$ cat config.mk
export PLATFORM = sky130hd
export DESIGN_NAME = relu_grad_gate_flat
export DESIGN_NICKNAME = d
export VERILOG_FILES = /design/src/rtl/nn_pkg.sv /design/src/rtl/relu_grad_gate_if.sv /design/src/rtl/relu_grad_gate.sv /design/src/flat_wrapper.sv
export SDC_FILE = /design/constraint.sdc
export NUM_CORES = 1
export LEC_CHECK = 0
export ABC_AREA = 1
export BUFFER_PORTS_ARGS = -buffer_cell sky130_fd_sc_hd__buf_2
export CAP_MARGIN = 10
export CORE_MARGIN = 2
export CORE_UTILIZATION = 25
export CTS_CLUSTER_SIZE = 12
export DETAILED_ROUTE_END_ITERATION = 10
export GPL_TIMING_DRIVEN = 0
export PLACE_DENSITY = 0.54
export SLEW_MARGIN = 20
export SYNTH_ARGS = -nofsm -noshare
export SYNTH_HDL_FRONTEND = slang
export SYNTH_SLANG_ARGS = --single-unit
$ cat constraint.sdc
create_clock -name clk -period 1.7 [get_ports clk]
set_clock_uncertainty 0.15 [all_clocks]
set_input_delay 0.255 -clock clk [delete_from_list [all_inputs] [get_ports clk]]
set_output_delay 0.255 -clock clk [all_outputs]
set_load 0.005 [all_outputs]
$ cat src/rtl/nn_pkg.sv
// Constants and state type shared by the activation layer's forward and backward blocks.
package nn_pkg;

    localparam int                  NN_WIDTH    = 16;
    localparam logic [NN_WIDTH-1:0] RELU_THRESH = 16'h0100;

    typedef enum logic {
        FILL  = 1'b0,
        DRAIN = 1'b1
    } gate_state_t;

endpackage

$ cat src/rtl/relu_grad_gate_if.sv
// Forward-sample, gradient-in and gated-gradient-out handshakes of the ReLU gradient gate.
interface relu_grad_gate_if
    import nn_pkg::*;
#(
    parameter int WIDTH = NN_WIDTH
);

    logic             fwd_valid;
    logic [WIDTH-1:0] fwd_in;
    logic             fwd_ready;

    logic             bwd_valid;
    logic [WIDTH-1:0] bwd_grad;
    logic             bwd_ready;

    logic             out_valid;
    logic [WIDTH-1:0] out_grad;
    logic             out_ready;

    logic             done;

    modport slave (
        input  fwd_valid,
        input  fwd_in,
        output fwd_ready,
        input  bwd_valid,
        input  bwd_grad,
        output bwd_ready,
        output out_valid,
        output out_grad,
        input  out_ready,
        output done
    );

    modport master (
        output fwd_valid,
        output fwd_in,
        input  fwd_ready,
        output bwd_valid,
        output bwd_grad,
        input  bwd_ready,
        input  out_valid,
        input  out_grad,
        output out_ready,
        input  done
    );

endinterface

$ cat src/rtl/relu_grad_gate.sv
// Records per-neuron ReLU activity during the forward pass and uses it to zero
// the error gradients of clipped neurons during the backward pass.
module relu_grad_gate
    import nn_pkg::*;
#(
    parameter int               WIDTH  = NN_WIDTH,
    parameter int               DEPTH  = 8,
    parameter logic [WIDTH-1:0] THRESH = RELU_THRESH
) (
    input  logic            clk,
    input  logic            rst,
    relu_grad_gate_if.slave bus
);

    localparam int               IDX_W    = $clog2(DEPTH + 1);
    localparam logic [IDX_W-1:0] IDX_ONE  = IDX_W'(1);
    localparam logic [IDX_W-1:0] IDX_LAST = IDX_W'(DEPTH - 1);
    localparam logic [IDX_W-1:0] IDX_FULL = IDX_W'(DEPTH);

    gate_state_t      state;
    logic [DEPTH-1:0] mask;
    logic [IDX_W-1:0] wr_idx;
    logic [IDX_W-1:0] rd_idx;
    logic             out_valid_q;
    logic [WIDTH-1:0] out_grad_q;
    logic             done_q;

    logic             fwd_ready_c;
    logic             bwd_ready_c;
    logic             fwd_fire;
    logic             bwd_fire;
    logic             out_fire;
    logic             fwd_active;
    logic [DEPTH-1:0] mask_shift;
    logic             rd_active;

    // Threshold is exclusive: a pre-activation equal to THRESH is clipped.
    function automatic logic is_active(input logic [WIDTH-1:0] pre_act);
        return pre_act > THRESH;
    endfunction

    function automatic logic [WIDTH-1:0] gate_grad(input logic             active,
                                                   input logic [WIDTH-1:0] grad);
        return active ? grad : '0;
    endfunction

    assign fwd_ready_c = (state == FILL);
    assign bwd_ready_c = (state == DRAIN) && (rd_idx < IDX_FULL)
                         && (!out_valid_q || bus.out_ready);

    assign fwd_fire   = bus.fwd_valid && fwd_ready_c;
    assign bwd_fire   = bus.bwd_valid && bwd_ready_c;
    assign out_fire   = out_valid_q && bus.out_ready;
    assign fwd_active = is_active(bus.fwd_in);

    // Shift rather than index so the select stays width-clean for any DEPTH.
    assign mask_shift = mask >> rd_idx;
    assign rd_active  = mask_shift[0];

    always_ff @(posedge clk) begin
        if (rst) begin
            state       <= FILL;
            wr_idx      <= '0;
            rd_idx      <= '0;
            mask        <= '0;
            out_valid_q <= 1'b0;
            out_grad_q  <= '0;
            done_q      <= 1'b0;
        end else begin
            done_q <= 1'b0;
            case (state)
                FILL: begin
                    if (fwd_fire) begin
                        for (int i = 0; i < DEPTH; i++) begin
                            if (wr_idx == IDX_W'(i)) begin
                                mask[i] <= fwd_active;
                            end
                        end
                        wr_idx <= wr_idx + IDX_ONE;
                        if (wr_idx == IDX_LAST) begin
                            state  <= DRAIN;
                            rd_idx <= '0;
                        end
                    end
                end
                DRAIN: begin
                    if (bwd_fire) begin
                        out_grad_q  <= gate_grad(rd_active, bus.bwd_grad);
                        out_valid_q <= 1'b1;
                        rd_idx      <= rd_idx + IDX_ONE;
                    end else if (out_fire) begin
                        out_valid_q <= 1'b0;
                    end
                    // rd_idx == DEPTH excludes a same-cycle gradient, so out_valid clears above.
                    if (out_fire && (rd_idx == IDX_FULL)) begin
                        state  <= FILL;
                        wr_idx <= '0;
                        rd_idx <= '0;
                        done_q <= 1'b1;
                    end
                end
                default: begin
                    state <= FILL;
                end
            endcase
        end
    end

    assign bus.fwd_ready = fwd_ready_c;
    assign bus.bwd_ready = bwd_ready_c;
    assign bus.out_valid = out_valid_q;
    assign bus.out_grad  = out_grad_q;
    assign bus.done      = done_q;

endmodule

$ cat src/flat_wrapper.sv
// flat-port wrapper written by rule: the top's interface ports become plain ports
module relu_grad_gate_flat import nn_pkg::*;
#(
    parameter int               WIDTH  = NN_WIDTH,
    parameter int               DEPTH  = 8,
    parameter logic [WIDTH-1:0] THRESH = RELU_THRESH
)
  (clk, rst, bus_fwd_valid, bus_fwd_in, bus_fwd_ready, bus_bwd_valid, bus_bwd_grad, bus_bwd_ready, bus_out_valid, bus_out_grad, bus_out_ready, bus_done);
  relu_grad_gate_if #(.WIDTH(WIDTH)) bus_i ();
  input  logic clk;
  input  logic rst;
  input wire logic [$bits(bus_i.fwd_valid)-1:0] bus_fwd_valid;
  input wire logic [$bits(bus_i.fwd_in)-1:0] bus_fwd_in;
  output wire logic [$bits(bus_i.fwd_ready)-1:0] bus_fwd_ready;
  input wire logic [$bits(bus_i.bwd_valid)-1:0] bus_bwd_valid;
  input wire logic [$bits(bus_i.bwd_grad)-1:0] bus_bwd_grad;
  output wire logic [$bits(bus_i.bwd_ready)-1:0] bus_bwd_ready;
  output wire logic [$bits(bus_i.out_valid)-1:0] bus_out_valid;
  output wire logic [$bits(bus_i.out_grad)-1:0] bus_out_grad;
  input wire logic [$bits(bus_i.out_ready)-1:0] bus_out_ready;
  output wire logic [$bits(bus_i.done)-1:0] bus_done;
  assign bus_i.fwd_valid = bus_fwd_valid;
  assign bus_i.fwd_in = bus_fwd_in;
  assign bus_fwd_ready = bus_i.fwd_ready;
  assign bus_i.bwd_valid = bus_bwd_valid;
  assign bus_i.bwd_grad = bus_bwd_grad;
  assign bus_bwd_ready = bus_i.bwd_ready;
  assign bus_out_valid = bus_i.out_valid;
  assign bus_out_grad = bus_i.out_grad;
  assign bus_i.out_ready = bus_out_ready;
  assign bus_done = bus_i.done;
  relu_grad_gate #(.WIDTH(WIDTH), .DEPTH(DEPTH), .THRESH(THRESH)) u_core (.clk(clk), .rst(rst), .bus(bus_i));
endmodule
[Yosys cells after proc, flatten, opt, wreduce, memory -nomap -nowiden]
Index checks and enable logic that the tools add are counted.
Storage, ports and cells
  register bits after elaboration: 35
  output and inout bits: 20
  input port bits: 37
  logic and storage cells: 71
Cells by class
  shift operators: 1
  order comparisons: 2
  equality and inequality tests: 12
  bitwise operators: 1
  reduce and logical (&&, ||, !) cells: 23
  add/subtract/negate cells: 2
  mux-type cells: 16
Operators with widths (count)
  $reduce_and A3 Y1: 9
  $mux W4: 6
  $eq A4 B3 Y1 const B: 4
  $gt A16 B9 Y1 const B: 1
  $mux W16: 1
  $pmux W4 S2: 2
  $add A4 B1 Y4 const B: 2
  $eq A4 B2 Y1 const B: 2
  $shr A8 B4 Y1: 1
  $logic_and A1 B1 Y1: 6
  $mux W1: 6
  $ne A2 B2 Y1 const B: 3
  $reduce_and A2 Y1: 3
  $eq A4 B1 Y1 const B: 1
  $eq A4 B4 Y1 const B: 1
  $logic_not A4 Y1: 1
  $lt A4 B4 Y1 const B: 1
  $ne A3 B3 Y1 const B: 1
  $pmux W1 S2: 1
  $reduce_bool A2 Y1: 1
  $reduce_or A2 Y1: 1
  $logic_not A1 Y1: 1
  $logic_or A1 B1 Y1: 1
  $not A1 Y1: 1

[Depth between registers and ports, before layout]
Gate-level depths: netlist (run 1).
  depth in word-level cells: 7
  depth in mapped cells: 8
  mapped depth without buffers: 8

[Worst setup path before layout (run 1)]
Ideal clock, no wire load.
  path type: register to register
  start: reg u_core.rd_idx[0]
  end: reg u_core.wr_idx[3]
  data required time: 1.480 ns
  library setup time: 0.070 ns
  arrival: 1.231 ns
  path buffers: 0
  clock period less this slack: 1.452 ns
  slack: 0.248 ns
  cell stages (with the launch flop): 8
  cells stage by stage: dfxtp_1 inv_2 ha_1 nand4_2 nand2_1 inv_1 nand2_1 a21oi_1
On the way
  longest elaborated chain between the ends: 4
RTL lines
  start: declaration: line relu_grad_gate.sv:23  | logic [IDX_W-1:0] rd_idx;
  start signal: assignment: line relu_grad_gate.sv:90  | rd_idx <= rd_idx + IDX_ONE;
  $eq A4 B4 Y1: line relu_grad_gate.sv:95  | if (out_fire && (rd_idx == IDX_FULL)) begin
  $logic_and A1 B1 Y1: line relu_grad_gate.sv:95
  $ne A2 B2 Y1 (no source line)
  $reduce_and A2 Y1 (no source line)
  end signal: assignment: line relu_grad_gate.sv:79  | wr_idx <= wr_idx + IDX_ONE;
  end: declaration: line relu_grad_gate.sv:22  | logic [IDX_W-1:0] wr_idx;
No other way between the ends.
A chain may end at the register's enable or synchronous reset.

[Worst setup path after layout (run 1)]
  start: reg u_core.state
  end: out bus_bwd_ready
On the way
  longest elaborated chain between the ends: 2
RTL lines
  start: declaration: line relu_grad_gate.sv:20  | gate_state_t state;
  start signal: assignment: line relu_grad_gate.sv:62  | state <= FILL;
  start signal: assignment: line relu_grad_gate.sv:81  | state <= DRAIN;
  start signal: assignment: line relu_grad_gate.sv:96  | state <= FILL;
  $logic_and A1 B1 Y1: line relu_grad_gate.sv:48  | assign bwd_ready_c = (state == DRAIN) && (rd_idx < IDX_FULL)
  $logic_and A1 B1 Y1: line relu_grad_gate.sv:49  | && (!out_valid_q || bus.out_ready);
  end: declaration: line flat_wrapper.sv:17  | output wire logic [$bits(bus_i.bwd_ready)-1:0] bus_bwd_ready;
No other way between the ends.

==> flow_summary.toml, run 1 <==
[route]
dr.first_iter.drc_count = 75
wl_per_cell_um = 12.5
viasPerCell = 4.55
drc = 0
ant_nets = 0
wl_mm = 4.56
drtPass1Iterations = 4
vias = 1665

[clocking]
cts-root-buf = "clkbuf_8"
cts_setup_buffers = 0
h-tree-depth = 2
clock_sinks = 35
clock_latency_ps = 290
clk_pin_slew_ps = 80
cts_buffers = 5
cts_tree = "built"
ctsHoldBuffers = 0
cts_buffer_depth = 2

[layout]
final_cell_mix = "58 x buf_2, 33 x dfxtp_1, 32 x a21oi_1, 25 x inv_1, 24 x o21ai_0"
synthToLayoutAreaGrowth_pct = 27.7
drive_gt1_frac = 0.315
diodes = 0
finalInstanceArea_um2 = 2210
nNetsFinal = 328
final_common_cell = "buf_2"

[sta]
report.final.slew_viol_count = 0
fin_crit_ps = 1570
holdWs_ps = 81.6
setup_viol = 0
max_freq_ghz = 0.638
tightest_slew_ps = 470
tns_ps = 0
relSlewSlack = 0.687
period_share = 0.922
rsz0062_at_grt = "false"
timing.final.hold_violations = 0

[job]
cap_violations = 0

[worst_setup_path]
worstPathArrival_ps = 1160
cp_cell_sequence = "nand2_1 -> nor2_1 -> buf_2"
endpoint_kind = "output pin"
slowest_stage = "dfxtp_1"
crit_start = "u_core.state"
critPathKind = "reg2out"
cp_max_fo = 7
cp-start-kind = "flop"
worstPathRequired_ps = 1290
rr_startpoint = "u_core.state"
slowest_delay_ps = 570

[floorplanning]
die_area_um2 = 7610
start_util = 0.256
coreArea_um2 = 6760
die_width_um = 87.3
ios = 57
die_h_um = 87.3
row_count = 30

[power_and_ir_drop]
leakage_nw = 1.03
ir_drop_mv = 0.249
p_per_area_nw_per_um2 = 719

[synthesis]
yosysWarnings = 0
syn_area_um2 = 1730
ys_seq_area_frac = 0.404
syn-num-nets = 265
netlist_instances = 222
ys_types = 28
syn_avg_cell_area_um2 = 7.81
yosysTopAreaCellShare = 0.404
yosysTopAreaCell = "dfxtp_1"
synth-seq-cells = 35
synth_area_leaders = "dfxtp_1 40%, a21oi_1 9.2%, o21ai_0 6.9%"

[min_path]
hp-start = "bus_bwd_grad[5]"
hold_path_class = "in2reg"

[global_routing]
track_usage = 0.124
grt_pass1_wl_mm = 7.42
grt_pass1_vias = 1582
overflow = 0
grt_max_degree = 12
antenna_found_initial = 0

[placed_design]
placed_area_um2 = 2110
place.gp.congestion = 0.717
portBuffers = 56
hpwl_mm = 3.34

[outcome]
status = "completed"
-- through the flow --
| stage | instances | util | setup slack [ps] | total power, mW |
|---|---|---|---|---|
| 2_1_floorplan | 222 | - | 248 | 0.931 |
| 3_3_place_gp | 358 | 0.313 | 39.2 | 0.995 |
| 3_5_place_dp | 358 | 0.313 | 38.0 | 0.996 |
| 4_1_cts | 366 | 0.326 | 70.5 | 1.61 |
| 5_1_grt | 366 | 0.327 | 35.5 | 1.67 |
| 6_report | 366 | 0.327 | 132 | 1.59 |
-- cell families (layout without fill, tap and decap cells) --
family,count (synthesis),count (layout),synth area share
fa+ha+maj,6,6,0.0433
flops,35,35,0.404
compound gates,61,61,0.180
buf+inv,38,102,0.0982
xor+xnor,1,1,0.00506
simple gates,81,81,0.269
-- area by class of cell --
type / count / area, µm²
fillers: 751 / 4540
plain buffers: 8 / 55.1
well taps: 80 / 100
multi-input cells: 149 / 873
flip-flops and latches: 35 / 703
repair buffers: 56 / 280
inverters: 30 / 115
clock buffers: 6 / 72.6
clock inverters: 2 / 12.5
-- power breakdown --
group          internal (mW)  switching (mW)
Sequential             0.829         0.00689
Combinational         0.0644          0.0766
Clock                  0.287           0.328
-- path summary, 6_finish.rpt --
path         depth (start not counted)  slack (ps)                 endpoint
min reg2reg                          2         370     u_core.bus.out_valid
min                                  3          80   u_core.bus.out_grad[5]
max reg2reg                          5         170  u_core.bus.out_grad[15]
max                                  3         130            bus_bwd_ready
-- per-layer routing --
| layer | global-route usage | vias up | part of all wire |
|---|---|---|---|
| met5 | 0 | - | 0 |
| met4 | 0.0378 | 0 | 0.019 |
| met3 | 0.0332 | 8 | 0.027 |
| met2 | 0.198 | 15 | 0.48 |
| met1 | 0.162 | 757 | 0.47 |
| li1 | - | 885 | - |
-- state kept, by name, summed over array words and instances, names as in the netlist --
| register | cells |
|---|---|
| u_core.bus.out_grad | 16 |
| u_core.bus.out_valid | 1 |
| u_core.mask | 8 |
| u_core.state | 1 |
| u_core.bus.done | 1 |
| u_core.wr_idx | 4 |
| u_core.rd_idx | 4 |
-- worst max-delay path, delay by kind of cell, from the launching register on --
family	cells	cell delay, ps
flip-flops	1	570
AND/OR/NAND/NOR	2	170
buffers and inverters	1	120
-- cells in the mapped netlist (all sizes together) --
library cell,n
inv,30
xor2,1
nand2,23
a21oi,32
ha,6
nor3,2
nor4,1
a21boi,1
o21ai,28
clkbuf,2
dfxtp,35
nand3,21
nand4,19
nor2,15
buf,6
-- what timing repair did --
action / in CTS / in global routing
setup endpoints to repair: 1 / 3
hold endpoints to repair: 0 / 0
resized for setup: 1 / 3
Power figures use the tool's default switching activity.
==> inputs of run 2 (changes only) <==
Settings changed: ABC_AREA 1 to default, CORE_UTILIZATION 25 to 49, PLACE_DENSITY 0.54 to 0.88.
==> run 2 against run 1 <==
The run now ends with negative setup slack left. Fmax shrank 15%. Sequential power barely moved. Cell count is 22% lower. Flip-flop and latch count unchanged. Clock power shrank 25%. Synthesized area decreased by 7.7%. Register-to-register slack worse by 310 ps. Global-route usage is 8.9 points higher. Via count shrank 7.0%. Die area decreased by 51%. Power down 8.1%.
==> flow_summary.toml, run 2 <==
[placed_design]
place_inst = 252
pre_cts_ws_ps = -111
place.gp.congestion = 0.903
hpwl_mm = 2.49
portBuffers = 55

[floorplanning]
die_area_um2 = 3740
die_h_um = 61.1
row_count = 20
coreArea_um2 = 3080
die_width_um = 61.1
start_util = 0.520
ios = 57

[sta]
fin_crit_ps = 1840
rsz0062_at_grt = "true"
relSlewSlack = 0.552
period_share = 1.08
max_freq_ghz = 0.543
tightest_slew_ps = 666
report.final.slew_viol_count = 0
layout_setup_ws_ps = -141
tns_ps = -791
timing.final.hold_violations = 0
setup_viol = 23

[worst_setup_path]
critPathKind = "reg2reg"
rr_startpoint = "u_core.rd_idx[1]"
cp-start-kind = "flop"
cp_cell_sequence = "buf_8 -> inv_6 -> ha_4 -> nand4_1 -> nor2_2 -> or4_4 -> a31oi_2"
cp_max_fo = 4
slowest_stage = "or4_4"
crit_start = "u_core.rd_idx[1]"
worstPathArrival_ps = 1960
endpoint_kind = "flop"
slowest_delay_ps = 540
worstPathRequired_ps = 1820

[power_and_ir_drop]
leakage_nw = 0.990
p_int_mw = 1.11
pwr-share-clk = 0.316
ir_drop_mv = 0.449
p_comb_frac = 0.112
p_sw_uw = 351
swShare = 0.240
p_per_area_nw_per_um2 = 630
p_seq_frac = 0.572

[job]
cap_violations = 0

[clocking]
cts_buffer_depth = 2
cts_buffers = 5
h-tree-depth = 2
clock_sinks = 35
clock_latency_ps = 340
cts-root-buf = "clkbuf_4"
clk_pin_slew_ps = 100
cts_tree = "built"

[layout]
layout.cells.non_filler = 284
final_cell_mix = "56 x buf_2, 32 x dfxtp_1, 16 x a22o_2, 16 x dlygate4sd3_1, 12 x a21oi_1"
nNetsFinal = 283
final_common_cell = "buf_2"
largest_register_ffs = 16
synthToLayoutAreaGrowth_pct = 45.1
drive_gt1_frac = 0.500
diodes = 0

[global_routing]
track_usage = 0.213
grt_pass1_wl_mm = 5.83
antenna_found_initial = 0
grt_max_degree = 17
grt_pass1_vias = 1343
overflow = 0

[min_path]
hold_path_class = "in2reg"
hp-start = "rst"

[synthesis]
yosysTopAreaCellShare = 0.438
synth_area_leaders = "dfxtp_1 44%, a22o_2 10%, a211oi_1 4.7%"
ys_top_cells_by_count = "35 x dfxtp_1, 16 x a22o_2, 12 x a21oi_1, 10 x a211oi_1"
syn_avg_cell_area_um2 = 10.5
yosysMostFrequentCell = "dfxtp_1"
synth_flop_cell = "dfxtp_1"
synthArstFlopShare = 0
syn_area_um2 = 1600
yosysTopAreaCell = "dfxtp_1"
syn-num-nets = 196
ys_types = 39
synth_edf_count = 0
yosysWarnings = 0
ys_seq_area_frac = 0.438
netlist_instances = 153
synth-seq-cells = 35

[route]
ant_nets = 0
viasPerCell = 5.45
vias = 1549
drtPass1Iterations = 6
wl_mm = 4.59
drc = 0
dr.first_iter.drc_count = 60
wl_per_cell_um = 16.2

[outcome]
status = "finished with violations"
violations = "negative setup slack"
## run 2: power groups by stage
stage	sequential, mW	combinational (mW)	clock [mW]
floorplan	0.854	0.0663	0
global placement	0.856	0.116	0
detailed placement	0.857	0.119	0
CTS	0.838	0.146	0.460
global route	0.839	0.176	0.504
finish	0.838	0.163	0.462
## run 2: layout make-up
| type | instances | area (µm²) |
|---|---|---|
| Buffer | 7 | 86.3 |
| Clock buffer | 6 | 51.3 |
| Clock inverter | 1 | 5.00 |
| Fill cell | 201 | 756 |
| Inverter | 8 | 35.0 |
| Multi-Input combinational cell | 102 | 868 |
| Sequential cell | 35 | 707 |
| Tap cell | 44 | 55.1 |
| Timing Repair Buffer | 81 | 514 |
## run 2: final timing paths
path	end	slack, ps	depth (start not counted)
max	u_core.rd_idx[1]	-140	7
min	u_core.rd_idx[0]	70	2
max reg2reg	u_core.rd_idx[1]	-140	7
min reg2reg	u_core.bus.out_grad[2]	330	1
## run 2: timing repair
action                                  4_1_cts  5_1_grt
cloned                                        0        0
hold buffers                                 14        2
setup buffers                                 6        4
hold endpoints to repair                     14        2
endpoints found under the setup margin       22       15
gates resized for setup                       8       24
pin swaps                                     3        9
## run 2: logic make-up after synthesis
| group | synth area share |
|---|---|
| AOI/OAI and AO/OA | 0.242 |
| xor gates and xnor gates | 0.0109 |
| adders and majority gates | 0.0469 |
| buffers and inverters | 0.0844 |
| DFF | 0.438 |
| muxes | 0.0250 |
| and+or+nand+nor | 0.152 |
## run 2: layer usage
layer  global-route usage  wire [µm]
met4               0.0559        101
met2                0.389       2380
met3               0.0567        337
met1                0.244       1770
met5                    0          0
## run 2: worst max-delay path, delay by kind of cell (launching register included)
family | cells | cell delay, ps
AND/OR/NAND/NOR | 3 | 780
flip-flops | 1 | 360
AO/OA/AOI/OAI | 1 | 190
buffers and inverters | 2 | 150
adder cells (fa/ha/maj) | 1 | 130
## run 2: stage by stage
stage,utilization,instance area [µm²],power (mW),hold WS (ps)
after global routing,0.754,2320,1.52,63.9
after CTS,0.707,2170,1.44,4.55
final,0.754,2320,1.46,71.2
after floorplan,-,1600,0.921,243
after global placement,0.627,1930,0.973,304
after detailed placement,0.627,1930,0.976,307
